===== src/rtl/smm1_job_dispatch.sv =====
// Job initiator for the level-1 Strassen multiply controller: accepts tagged jobs, pulses load,
// tracks ack/done strobes with timeouts, and returns tagged results through a 2-entry response FIFO.
module smm1_job_dispatch #(
  parameter int ID_W         = 4,
  parameter int RES_W        = 64,
  parameter int ACK_TIMEOUT  = 4,
  parameter int DONE_TIMEOUT = 16,
  parameter int LAT_W        = 8
) (
  input  logic             clk,
  input  logic             rst_n,
  input  logic             req_valid,
  output logic             req_ready,
  input  logic [ID_W-1:0]  req_id,
  output logic             smm_load,
  input  logic             smm_ack,
  input  logic             smm_done,
  input  logic [RES_W-1:0] smm_result,
  output logic             rsp_valid,
  input  logic             rsp_ready,
  output logic [ID_W-1:0]  rsp_id,
  output logic [RES_W-1:0] rsp_data,
  output logic             rsp_err,
  output logic [LAT_W-1:0] rsp_lat,
  output logic             spurious
);

  localparam int TMAX  = (ACK_TIMEOUT > DONE_TIMEOUT) ? ACK_TIMEOUT : DONE_TIMEOUT;
  localparam int TMR_W = $clog2(TMAX + 1);

  typedef enum logic [1:0] {IDLE, ISSUE, WAIT_ACK, WAIT_DONE} state_t;

  typedef struct packed {
    logic [ID_W-1:0]  id;
    logic [RES_W-1:0] data;
    logic             err;
    logic [LAT_W-1:0] lat;
  } rsp_t;

  state_t           state;
  logic [ID_W-1:0]  cur_id;
  logic [LAT_W-1:0] lat;
  logic [LAT_W-1:0] lat_inc;
  logic [TMR_W-1:0] tmr;
  logic             run;
  logic [1:0]       cnt;
  rsp_t             e0, e1;
  rsp_t             push_e;
  logic             push, pop, accept;

  // Nothing is in flight while in IDLE, so a free FIFO slot is enough to guarantee room.
  assign req_ready = run && (state == IDLE) && (cnt < 2'd2);
  assign accept    = req_valid && req_ready;
  assign pop       = rsp_valid && rsp_ready;
  assign lat_inc   = (&lat) ? lat : lat + 1'b1;

  // Done is honoured in WAIT_ACK too, so a same-cycle ack+done completes normally;
  // a strobe always beats the timeout that expires in the same cycle.
  always_comb begin
    push        = 1'b0;
    push_e      = '0;
    push_e.id   = cur_id;
    push_e.lat  = lat;
    case (state)
      WAIT_ACK: begin
        if (smm_done) begin
          push        = 1'b1;
          push_e.data = smm_result;
        end else if (!smm_ack && tmr == TMR_W'(ACK_TIMEOUT)) begin
          push       = 1'b1;
          push_e.err = 1'b1;
        end
      end
      WAIT_DONE: begin
        if (smm_done) begin
          push        = 1'b1;
          push_e.data = smm_result;
        end else if (tmr == TMR_W'(DONE_TIMEOUT)) begin
          push       = 1'b1;
          push_e.err = 1'b1;
        end
      end
      default: ;
    endcase
  end

  always_ff @(posedge clk or negedge rst_n) begin
    if (!rst_n) begin
      state    <= IDLE;
      smm_load <= 1'b0;
      cur_id   <= '0;
      lat      <= '0;
      tmr      <= '0;
      run      <= 1'b0;
      spurious <= 1'b0;
    end else begin
      run      <= 1'b1;
      smm_load <= 1'b0;
      if ((smm_ack && state != WAIT_ACK) ||
          (smm_done && state != WAIT_ACK && state != WAIT_DONE))
        spurious <= 1'b1;
      case (state)
        IDLE: begin
          if (accept) begin
            cur_id   <= req_id;
            smm_load <= 1'b1;
            state    <= ISSUE;
          end
        end
        ISSUE: begin
          lat   <= LAT_W'(1);
          tmr   <= TMR_W'(1);
          state <= WAIT_ACK;
        end
        WAIT_ACK: begin
          lat <= lat_inc;
          if (push) begin
            state <= IDLE;
          end else if (smm_ack) begin
            tmr   <= TMR_W'(1);
            state <= WAIT_DONE;
          end else begin
            tmr <= tmr + 1'b1;
          end
        end
        WAIT_DONE: begin
          lat <= lat_inc;
          if (push) state <= IDLE;
          else      tmr   <= tmr + 1'b1;
        end
        default: state <= IDLE;
      endcase
    end
  end

  // Shift-style FIFO: e0 is always the head, so rsp_* come straight from flops.
  always_ff @(posedge clk or negedge rst_n) begin
    if (!rst_n) begin
      cnt <= '0;
      e0  <= '0;
      e1  <= '0;
    end else begin
      case ({push, pop})
        2'b10: begin
          if (cnt == 2'd0) e0 <= push_e;
          else             e1 <= push_e;
          cnt <= cnt + 1'b1;
        end
        2'b01: begin
          e0  <= e1;
          e1  <= '0;
          cnt <= cnt - 1'b1;
        end
        2'b11: begin
          if (cnt == 2'd1) begin
            e0 <= push_e;
          end else begin
            e0 <= e1;
            e1 <= push_e;
          end
        end
        default: ;
      endcase
    end
  end

  assign rsp_valid = (cnt != 2'd0);
  assign rsp_id    = e0.id;
  assign rsp_data  = e0.data;
  assign rsp_err   = e0.err;
  assign rsp_lat   = e0.lat;

endmodule


===== config.mk =====
export PLATFORM = sky130hd
export DESIGN_NAME = smm1_job_dispatch
export DESIGN_NICKNAME = d
export VERILOG_FILES = /design/src/rtl/smm1_job_dispatch.sv
export SDC_FILE = /design/constraint.sdc
export NUM_CORES = 1
export LEC_CHECK = 0
export CORE_UTILIZATION = 52
export CTS_CLUSTER_DIAMETER = 200
export DETAILED_ROUTE_END_ITERATION = 6
export GPL_ROUTABILITY_DRIVEN = 0
export PLACE_DENSITY = 0.78
export SLEW_MARGIN = 5
export SYNTH_ARGS = -nofsm -noshare
export SYNTH_HDL_FRONTEND = slang
export SYNTH_SLANG_ARGS = --single-unit

===== constraint.sdc =====
create_clock -name clk -period 3 [get_ports clk]
set_clock_uncertainty 0.05 [all_clocks]
set_input_delay 0.6 -clock clk [delete_from_list [all_inputs] [get_ports clk]]
set_output_delay 0.6 -clock clk [all_outputs]
set_load 0.01 [all_outputs]

# Yosys cells after proc, flatten, opt, wreduce, memory -nomap -nowiden

Cells that the tools add are included.

Flip-flop bits (word level): 178
Input bits: 74
Output and inout port bits: 81

Add/subtract/negate cells: 4
Magnitude comparators: 1
Equality and inequality tests: 20
Muxes and demuxes: 29
Reductions and logical operators: 25

Operator list:

| kind                                                                  | number |
|---|---|
| 77-bit case mux with 3 select lines                                   | 2 |
| 77-bit 2-to-1 mux                                                     | 4 |
| 65-bit case mux with 2 select lines                                   | 1 |
| 64-bit 2-to-1 mux                                                     | 1 |
| 2-bit inequality test, second input constant                          | 10 |
| 8-bit case mux with 2 select lines                                    | 1 |
| 5-bit 2-to-1 mux                                                      | 3 |
| 5-bit case mux with 3 select lines                                    | 1 |
| 3-bit AND reduction                                                   | 3 |
| 8-bit by 1-bit adder with 8-bit output, second input constant         | 1 |
| 2-bit equality test, second input constant                            | 4 |
| 1-bit logical AND                                                     | 8 |
| 1-bit 2-to-1 mux                                                      | 8 |
| 2-bit 2-to-1 mux                                                      | 4 |
| 8-bit 2-to-1 mux                                                      | 1 |
| 2-bit case mux with 4 select lines                                    | 1 |
| 8-bit AND reduction                                                   | 1 |
| 2-bit by 1-bit equality test with 1-bit output, second input constant | 3 |
| 2-bit AND reduction                                                   | 3 |
| 2-bit nonzero test                                                    | 3 |
| 3-bit nonzero test                                                    | 2 |
| 5-bit by 1-bit adder with 5-bit output, second input constant         | 1 |
| 5-bit by 3-bit equality test with 1-bit output, second input constant | 1 |
| 5-bit equality test, second input constant                            | 1 |
| other kinds (10)                                                      | 11 |

# Logic depth before layout (Yosys ltp)

Word-level depth: 8
Gate-level depth with buffers: 13

# Worst setup path before layout

Ideal clock, no wire load.

Path kind: register -> register
Start: register tmr[0]
End: register e1[57] (netlist name)
Arrival: 2.492 ns
Setup slack: 0.323 ns
Cell stages (with the launch flop): 14
Buffers on the path: 3
Period minus slack after synthesis: 2.677 ns
Cells stage by stage: dfrtp_1 inv_1 ha_1 nor2b_1 o21a_1 o21ai_0 inv_1 ha_1 a221o_1 clkbuf_1 clkbuf_1 buf_1 nand2_1 o21ai_0

Longest elaborated chain between the ends: 8

RTL lines:

| element                                                                               | RTL line | source |
|---|---|---|
| from (decl)                                                                           | 44       | `logic [TMR_W-1:0] tmr;` |
| from (signal assigned)                                                                | 123      | `tmr <= tmr + 1'b1;` |
| from (signal assigned)                                                                | 129      | `else tmr <= tmr + 1'b1;` |
| 5-bit by 3-bit equality test with 1-bit output                                        | 69       | `end else if (!smm_ack && tmr == TMR_W'(ACK_TIMEOUT)) begin` |
| 1-bit logical AND                                                                     | 69       |  |
| 1-bit 2-to-1 mux                                                                      | 69       |  |
| 1-bit 2-to-1 mux                                                                      | 66       | `if (smm_done) begin` |
| 1-bit case mux with 2 select lines *                                                  | 64       | `case (state)` |
| 2-bit equality test or 2-bit by 1-bit equality test with 1-bit output (tied branches) | 143      | `case ({push, pop})` |
| 2-bit inequality test (no source line) or 3-bit nonzero test (tied branches)          | -        |  |
| 3-bit AND reduction (no source line)                                                  | -        |  |
| to (signal assigned)                                                                  | 146      | `else e1 <= push_e;` |
| to (signal assigned)                                                                  | 159      | `e1 <= push_e;` |
| to (decl)                                                                             | 47       | `rsp_t e0, e1;` |

Every way passes the cells marked *; elsewhere a longest branch is shown, timed or not.
A chain may end at the register's enable or synchronous reset.

# Worst setup path in the final report

Start: register state[1]
End: output req_ready

Longest elaborated chain between the ends: 3

RTL lines:

| element                        | RTL line | source |
|---|---|---|
| from (decl)                    | 40       | `state_t state;` |
| from (signal assigned)         | 89       | `state <= IDLE;` |
| from (signal assigned)         | 107      | `state <= ISSUE;` |
| from (signal assigned)         | 113      | `state <= WAIT_ACK;` |
| 2-bit logical NOT              | 52       | `assign req_ready = run && (state == IDLE) && (cnt < 2'd2);` |
| 1-bit logical AND (2 in a row) | 52       |  |
| to (decl)                      | 13       | `output logic req_ready,` |

No other way between the ends.

==> impl_metrics.ini <==
[setup_path]
crit_family = buffers and inverters
crit_buf_inv = 1
worstSetupPathType = flip-flop to primary output
cp-end-kind = primary output
required_ns = 2.35
critPathLaunch = state[1]
start_kind = flip-flop
cp_slowest_cell = clkdlybuf4s50_1
cp_max_fo = 17
r2r-start = tmr[0]
cpPeakStageDelay_ns = 0.63
crit_chain = nor4b_1 -> clkdlybuf4s50_1
worstPathArrival_ns = 2.16

[timing]
tightest_slew_ns = 0.6594
setup-tns-final_ns = 0
slew_headroom_pct = 56.04
rsz0062_at_grt = false
period_needed_ns = 2.811
max_freq_mhz = 355.7
finalSetupViolCount = 0
hold_viol = 0
drv_slew = 0
timing.final.crit_share_pct = 93.70

[synthesis]
synth_flop_cell = dfrtp_1
synth_edf_count = 0
synth_seq_cells = 178
syn-num-nets = 810
synthCells = 727
avgSynthCellArea_um2 = 11.12
ys_types = 50
async_reset_ff_share_pct = 100.0
synth_warnings = 0
seq_area_frac_synth_pct = 55.09
syn-cell-area_um2 = 8085

[floorplan]
rows = 45
start_util_pct = 53.19
pin_count = 155
coreArea_um2 = 15200
chipWidth_um = 126.7
dieArea_um2 = 16050
fp.dieH_um = 126.7

[clock_network]
cts_setup_buffers = 0
clkTransAtPathRegs_ns = 0.07
clkSinkCount = 178
cts_root_buf = clkbuf_16
ctsHoldBuffers = 0
ctsLongestPathBuffers = 2
cts_buffers = 17
clk-insertion-delay-late_ns = 0.43
htreeDepth = 4
cts_tree = yes
postCtsResizedCells = 0

[power_and_ir_drop]
peakVddDrop_v = 0.0004993
p_leak_nw = 4.773
powerDensity_nw_per_um2 = 837.2

[placement]
postPlaceCellArea_um2 = 10020
portBuffers = 154
place_inst = 1040
place_hpwl_um = 12400

[drt]
routedWlPerCell_um = 17.56
route.met2.wl_um = 9282
wl_met1_um = 8395
vias = 6086
drt-initial-drc-count = 428
ant_nets = 0
first_pass_iters = 4
route.detailed.drc = 0
wirelength_um = 18820
viasPerCell = 5.677
top_layer = met4
dr_wl_met3_um = 810

[final_layout]
stdcell_count = 1072
antenna_cells = 0
drive_gt1_share_pct = 16.63
fin_area_um2 = 10640
postLayoutCoreUtil_pct = 70.01
n_fill_cell = 1079
area_growth_pct = 31.63
nNetsFinal = 954

[grt]
grt_max_degree = 70
grt_pass1_wl_um = 31050
grt_overflow = 0
grt_usage_pct = 24.76
grt_pass1_vias = 6193
antenna_found_initial = 0

[min_path]
hold_class = input pin to async pin

[job]
maxCapViolCount = 0

[run_status]
status = finished clean
-- cells in the final DEF (no fill, tap or decap), types with 2 or more instances in the layout --
master	instances
a211o_1	2
a211oi_1	2
a21oi_1	8
a21oi_4	2
a22o_1	80
a31oi_1	2
a32o_1	2
buf_12	15
buf_4	8
bufinv_16	3
clkbuf_16	17
clkbuf_8	3
clkdlybuf4s50_1	153
clkinv_2	2
clkinvlp_4	2
dfrtp_1	178
ha_1	9
inv_1	13
inv_6	3
mux2_2	51
mux2_4	30
mux2i_1	2
nand2_1	167
nand2b_1	2
nand3_1	3
nand4_1	2
nor2_1	11
o211ai_1	2
o21ai_0	81
or2_2	2
-- registers in the layout, summed over array words and instances, names as in the netlist --
signal	count
rsp_data	64
smm_load	1
rsp_lat	8
spurious	1
rsp_err	1
tmr	5
lat	8
e1	77
run	1
cnt	2
cur_id	4
state	2
rsp_id	4
-- per-layer routing --
layer | vias up | global-route usage [%]
li1 | 2847 | -
met1 | 3033 | 32.20
met2 | 183 | 41.47
met3 | 23 | 4.513
met4 | 0 | 9.594
met5 | - | 0
-- final cells by class --
| type | instances | area (um2) | share of cell area, % |
|---|---|---|---|
| inverter | 13 | 48.80 | 0.4585 |
| multi-input combinational | 484 | 3381 | 31.77 |
| timing repair buffer | 177 | 1903 | 17.88 |
| sequential | 178 | 4454 | 41.85 |
| clock inverter | 11 | 150.1 | 1.411 |
| clock buffer | 21 | 470.5 | 4.420 |
| tap | 188 | 235.2 | 2.210 |
-- report_power, final --
group | internal [W] | switching, W
clock | 0.00138 | 0.000925
sequential | 0.00300 | 0.000439
combinational | 0.00161 | 0.00155
total | 0.00600 | 0.00291
-- final timing paths --
kind / end / slack [ns] / depth (start not counted)
worst max-delay path: req_ready / 0.19 / 2
worst min-delay path: rsp_data[61] / 0.15 / 1
worst max register to register: rsp_data[55] / 0.25 / 12
worst min register to register: spurious / 0.42 / 1
max in group asynchronous: e1[52] / 2.00 / 2
min in group clk: spurious / 0.42 / 1
-- worst reg2reg max path, cell delays in order, from the launching register on --
cell and delay (ns):
dfrtp_1 0.42, inv_1 0.09, ha_1 0.13, nor2b_1 0.30, o21a_1 0.20, o21ai_0 0.11, buf_4 0.19, ha_1 0.18
inv_1 0.12, a21oi_4 0.11, buf_12 0.18, a22o_1 0.28, mux2_4 0.27
-- per-stage QoR --
step / setup WS (ns) / hold WS [ns] / power [W]
4_1_cts: 0.2092 / 0.1533 / 0.008967
3_3_place_gp: -0.02493 / 0.4038 / 0.006487
2_1_floorplan: 0.3227 / 0.2544 / 0.005226
6_report: 0.1890 / 0.1451 / 0.008910
3_5_place_dp: -0.09519 / 0.4100 / 0.006631
5_1_grt: 0.06250 / 0.1851 / 0.009387
-- Yosys cell counts (3+ instances only) --
cell | n | area share, %
buf_2 | 6 | 0.37
nand3_1 | 3 | 0.19
inv_1 | 13 | 0.60
mux2_2 | 51 | 7.1
clkbuf_1 | 40 | 1.9
dfrtp_1 | 178 | 55
nor2_1 | 12 | 0.56
a21oi_1 | 9 | 0.56
ha_1 | 9 | 1.4
o21ai_0 | 81 | 5.0
buf_8 | 3 | 0.56
nand2_1 | 167 | 7.8
mux2_4 | 30 | 5.6
a22o_1 | 80 | 8.7
-- cell families (layout without fill, tap and decap cells) --
logic type | count (synthesis) | in the layout | synth area share [%]
other | 1 | 1 | 0.04638
adder cells (fa/ha/maj) | 9 | 9 | 1.393
flip-flops | 178 | 178 | 55.09
AND/OR/NAND/NOR | 198 | 198 | 10.14
multiplexers | 83 | 83 | 12.92
buffers and inverters | 65 | 222 | 3.668
XOR/XNOR | 2 | 2 | 0.2167
AO/OA/AOI/OAI | 191 | 191 | 16.53
(Power assumes the default switching activity.)
==> patch 1: new RTL, same flow settings <==
Make the reset (`rst_n`) synchronous in 2 clocked blocks.
--- a/src/rtl/smm1_job_dispatch.sv
+++ b/src/rtl/smm1_job_dispatch.sv
@@ -86,3 +86,3 @@
 
-  always_ff @(posedge clk or negedge rst_n) begin
+  always_ff @(posedge clk) begin
     if (!rst_n) begin
@@ -136,3 +136,3 @@
   // Shift-style FIFO: e0 is always the head, so rsp_* come straight from flops.
-  always_ff @(posedge clk or negedge rst_n) begin
+  always_ff @(posedge clk) begin
     if (!rst_n) begin
Check against the original RTL: differs if rst_n is asserted again (counterexample within 4 cycles, from zero or initial values and one cycle with rst_n low); with rst_n held inactive, the same outputs for 10 cycles.
==> patch 1 against the original RTL <==
Sequential cell count unchanged; cell area shrank 4.0%; die area decreased by 6.1%; wire length is 16% higher; power shrank 3.6%; setup slack worse by 0.060 ns; critical path depth up 10; area after synthesis down 6.2%; sequential power shrank 8.1%; critical path type is now input port to flip-flop.
==> patch 1: results (changes against the original RTL) <==
Total track usage: 0.282 (+0.0345)
Post-synth top cells: dfxtp_1, nand2_1, nand3_1
Outcome: completed
Vias in the first global route: 6773 (+9.4%)
Htree depth: 4 (unchanged)
Max Buffers Root-to-Sink: 2 (unchanged)
P_leak: 3.27 nW (-32%)
Hold depth: 2
Critical path's top delay family: buffers and inverters
DR vias: 7344 (+21%)
Sequential element share of the synthesized area: 0.470 (-0.0812)
Total CTS buffers: 17 (unchanged)
CP Max Fanout: 18 (+1)
Initial drt markers: 708 (+65%)
Switching Share: 0.336 (+0.00888)
Distinct cells, synth: 47 (-6.0%)
Max stage delay cell, worst path: or4b_4
R2R Setup Slk: 0.35 ns (+0.10 ns)
Layout cells sized above 1: 0.117 (-0.0495)
Clock root cell: clkbuf_16
Worst Hold Class: flip-flop to flip-flop
Drt pass-1 iters: 5 (+1)
Max incr delay on CP: 0.52 ns (-0.11 ns)
Diode count: 0 (unchanged)
Ys flop type: dfxtp_1
Peak supply drop: 0.486 mV (-2.7%)
Most flop-heavy register: e1
DRT Wirelength: 21800 µm (+16%)
R2R cell count: 12 (unchanged)
Final nets: 1090 (+14%)
Yosys warns: 0 (unchanged)
First-pass GRT wire length: 33400 µm (+7.7%)
Synth top area cells: dfxtp_1, a22oi_1, nand3_1
HPWL Detailed: 13000 µm (+4.7%)
Clock transition at path regs: 0.06 ns
Syn Nets: 958 (+18%)
Asr flop ratio synth: 0 (-1.00)
Worst slew margin: 0.608 (+0.0472)
WP data arrival: 3.11 ns (+0.95 ns)
Initial antenna violation count: 0 (unchanged)
## patch 1: stage by stage
step	power, mW	area, µm²	std cells	hold WS (ns)	setup slack (ns)
after global routing	9.03	10200	1199	0.412	-0.0144
after global placement	6.39	9500	1160	0.388	-0.255
after detailed placement	6.43	9500	1160	0.393	-0.317
after floorplan	4.83	7600	875	0.382	-0.0245
final	8.59	10200	1199	0.399	0.129
after CTS	8.56	10100	1191	0.402	0.107
## patch 1: routing by layer
layer,track usage,part of all wire,vias to the layer above
li1,-,-,3504
met1,0.356,0.42,3484
met2,0.464,0.48,319
met3,0.0627,0.079,37
met4,0.114,0.019,0
met5,0,0,-
## patch 1: power by group through the flow
stage | registers, mW | logic, mW | clock network [mW]
4_1_cts | 3.16 | 3.25 | 2.15
3_5_place_dp | 3.20 | 3.23 | 0
5_1_grt | 3.21 | 3.56 | 2.25
3_3_place_gp | 3.19 | 3.19 | 0
2_1_floorplan | 3.36 | 1.46 | 0
6_report | 3.16 | 3.30 | 2.13
## patch 1: tightest hold or removal path, stage by stage (launching register included)
cell     delay, ns
dfxtp_1       0.31
nand2_1       0.05
a21oi_1       0.05
## patch 1: cell type report
type                    count  area (µm²)
clock buffers              23         488
clock inverters             8        76.3
fillers                  1083        3820
inverters                  10        42.5
multi-input cells         598        3670
flip-flops and latches    178        3560
well taps                 180         225
repair buffers            202        2160
## patch 1: cell families after synthesis
logic type / share of synthesized area
simple gates: 0.196
compound gates: 0.258
flops: 0.470
buf+inv: 0.0572
fa+ha+maj: 0.0148
xor+xnor: 0.00231
mux: 0.00264
## patch 1: worst paths after layout
| kind | to | startpoint |
|---|---|---|
| worst min register to register | e1[71] | e1[71] |
| worst min-delay path | e1[71] | e1[71] |
| worst max-delay path | rsp_id[0] | smm_ack |
| worst max register to register | e1[54] | tmr[0] |
## patch 1: what timing repair did
item,4_1_cts,5_1_grt
setup buffers,0,4
setup endpoints to repair,0,78
resized for setup,0,4
==> patch 2: new RTL, same settings <==
Made on the original files. `ACK_TIMEOUT`: 4 -> 16.
--- a/src/rtl/smm1_job_dispatch.sv
+++ b/src/rtl/smm1_job_dispatch.sv
@@ -5,3 +5,3 @@
   parameter int RES_W        = 64,
-  parameter int ACK_TIMEOUT  = 4,
+  parameter int ACK_TIMEOUT  = 16,
   parameter int DONE_TIMEOUT = 16,
Function: changed (a bounded check fails within 10 cycles, from zero or initial values and one cycle with rst_n low).
==> patch 2 against the original RTL <==
First-iteration DRC count is 38% higher; wire length is 8.5% higher; setup slack better by 0.040 ns; clock power is 4% lower; sequential cell count stayed put; area after synthesis is 3.4% higher; largest power group is now combinational logic; power is 2.7% higher; cell area is 1.4% higher; register-to-register slack worse by 0.02 ns.
==> patch 2: results (changes against the original RTL) <==
Total track usage: 0.256 (+0.00804)
WP data arrival: 3.04 ns (+0.88 ns)
Post-Route M1 WL: 8870 µm (+5.6%)
Clock network area share: 0.0554 (-0.00287)
Largest net degree at the start of global routing: 130 (+86%)
WL/cell: 18.7 µm (+6.4%)
Cells after DPL: 1061 (+2.0%)
CP endpoint: e1[63]
Signal buffers: 175 (-1.1%)
Seq area share: 0.413 (-0.00558)
Peak supply drop: 0.557 mV (+12%)
Clock-net power: 2.21 mW (-4%)
Final nets: 952 (-0.21%)
Fillers: 1120 (+3.8%)
Outcome: completed
CP Max Fanout: 63 (+46)
Final Total Pwr: 9.15 mW (+2.7%)
Clock buf count: 26 (+24%)
Drt pass-1 iters: 6 (+2)
Syn Nets: 827 (+2.1%)
Seq Cell Count: 178 (unchanged)
Place WS: -0.0550 ns (+0.0402 ns)
Layout cells sized above 1: 0.163 (-0.00302)
Synth Area in Adders: 0.0135 (-0.000457)
Sequential element share of the synthesized area: 0.533 (-0.0181)
Worst slew margin: 0.343 (-0.218)
Portion of netlist area occupied by mux cells: 0.125 (-0.00424)
Synth top area cells: dfrtp_1, a32o_1, nand2_1
R2R cell count: 10 (-2)
Wire length on met3: 1190 µm (+47%)
Layout overhead on the synthesized area: 29.0%
Top layer in use: met4
GR Layer Usage met2: 0.410 (-0.00420)
Via density: 5.98 (+5.3%)
Initial drt markers: 589 (+38%)
Multi-input combinational area share: 0.330 (+0.0127)
Logic inverters: 15 (+2)
Vias in the first global route: 6438 (+4.0%)
Critical path origin: tmr[0]
P_leak: 4.65 nW (-2.5%)
Comb_multi_in: 482 (-0.41%)
Logic gate share of total power: 0.383 (+0.028)
Area after DPL: 10200 µm² (+1.7%)
DR vias: 6533 (+7.3%)
M1 GR Usage: 0.342 (+0.0197)
Met3 global-route usage: 0.0520 (+0.00685)
Distinct cells, synth: 45 (-10%)
Complex-gate fraction of the synthesized area: 0.180 (+0.0148)
==> patch 2: cell types whose count changed after synthesis, moves of 3 or more <==
| cell | before | now |
|---|---|---|
| a32o_1 | 2 | 65 |
| a22o_1 | 80 | 12 |
| o31ai_1 | 0 | 65 |
| buf_1 | 1 | 5 |
| buf_8 | 3 | 0 |
| buf_6 | 1 | 4 |
| nor3_1 | 1 | 5 |
| buf_2 | 6 | 18 |
| o21ai_0 | 81 | 18 |
==> patch 2: critical path: stages (launching register included) <==
cell and delay (ns):
dfrtp_1 0.37, inv_1 0.08, ha_1 0.19, and4bb_1 0.25, and3_4 0.21, nor2_1 0.17, inv_1 0.09, ha_1 0.23
a221o_4 0.50, buf_12 0.21, o31ai_1 0.29
==> patch 2: worst min path at each step <==
stage / endpoint / cells after the start / slack (ns)
detailed placement: spurious / 1 / 0.41
global placement: spurious / 1 / 0.40
global route: rsp_data[48] / 1 / 0.19
finish: rsp_data[48] / 1 / 0.12
floorplan: cnt[0] / 0 / 0.25
CTS: rsp_data[50] / 1 / 0.16
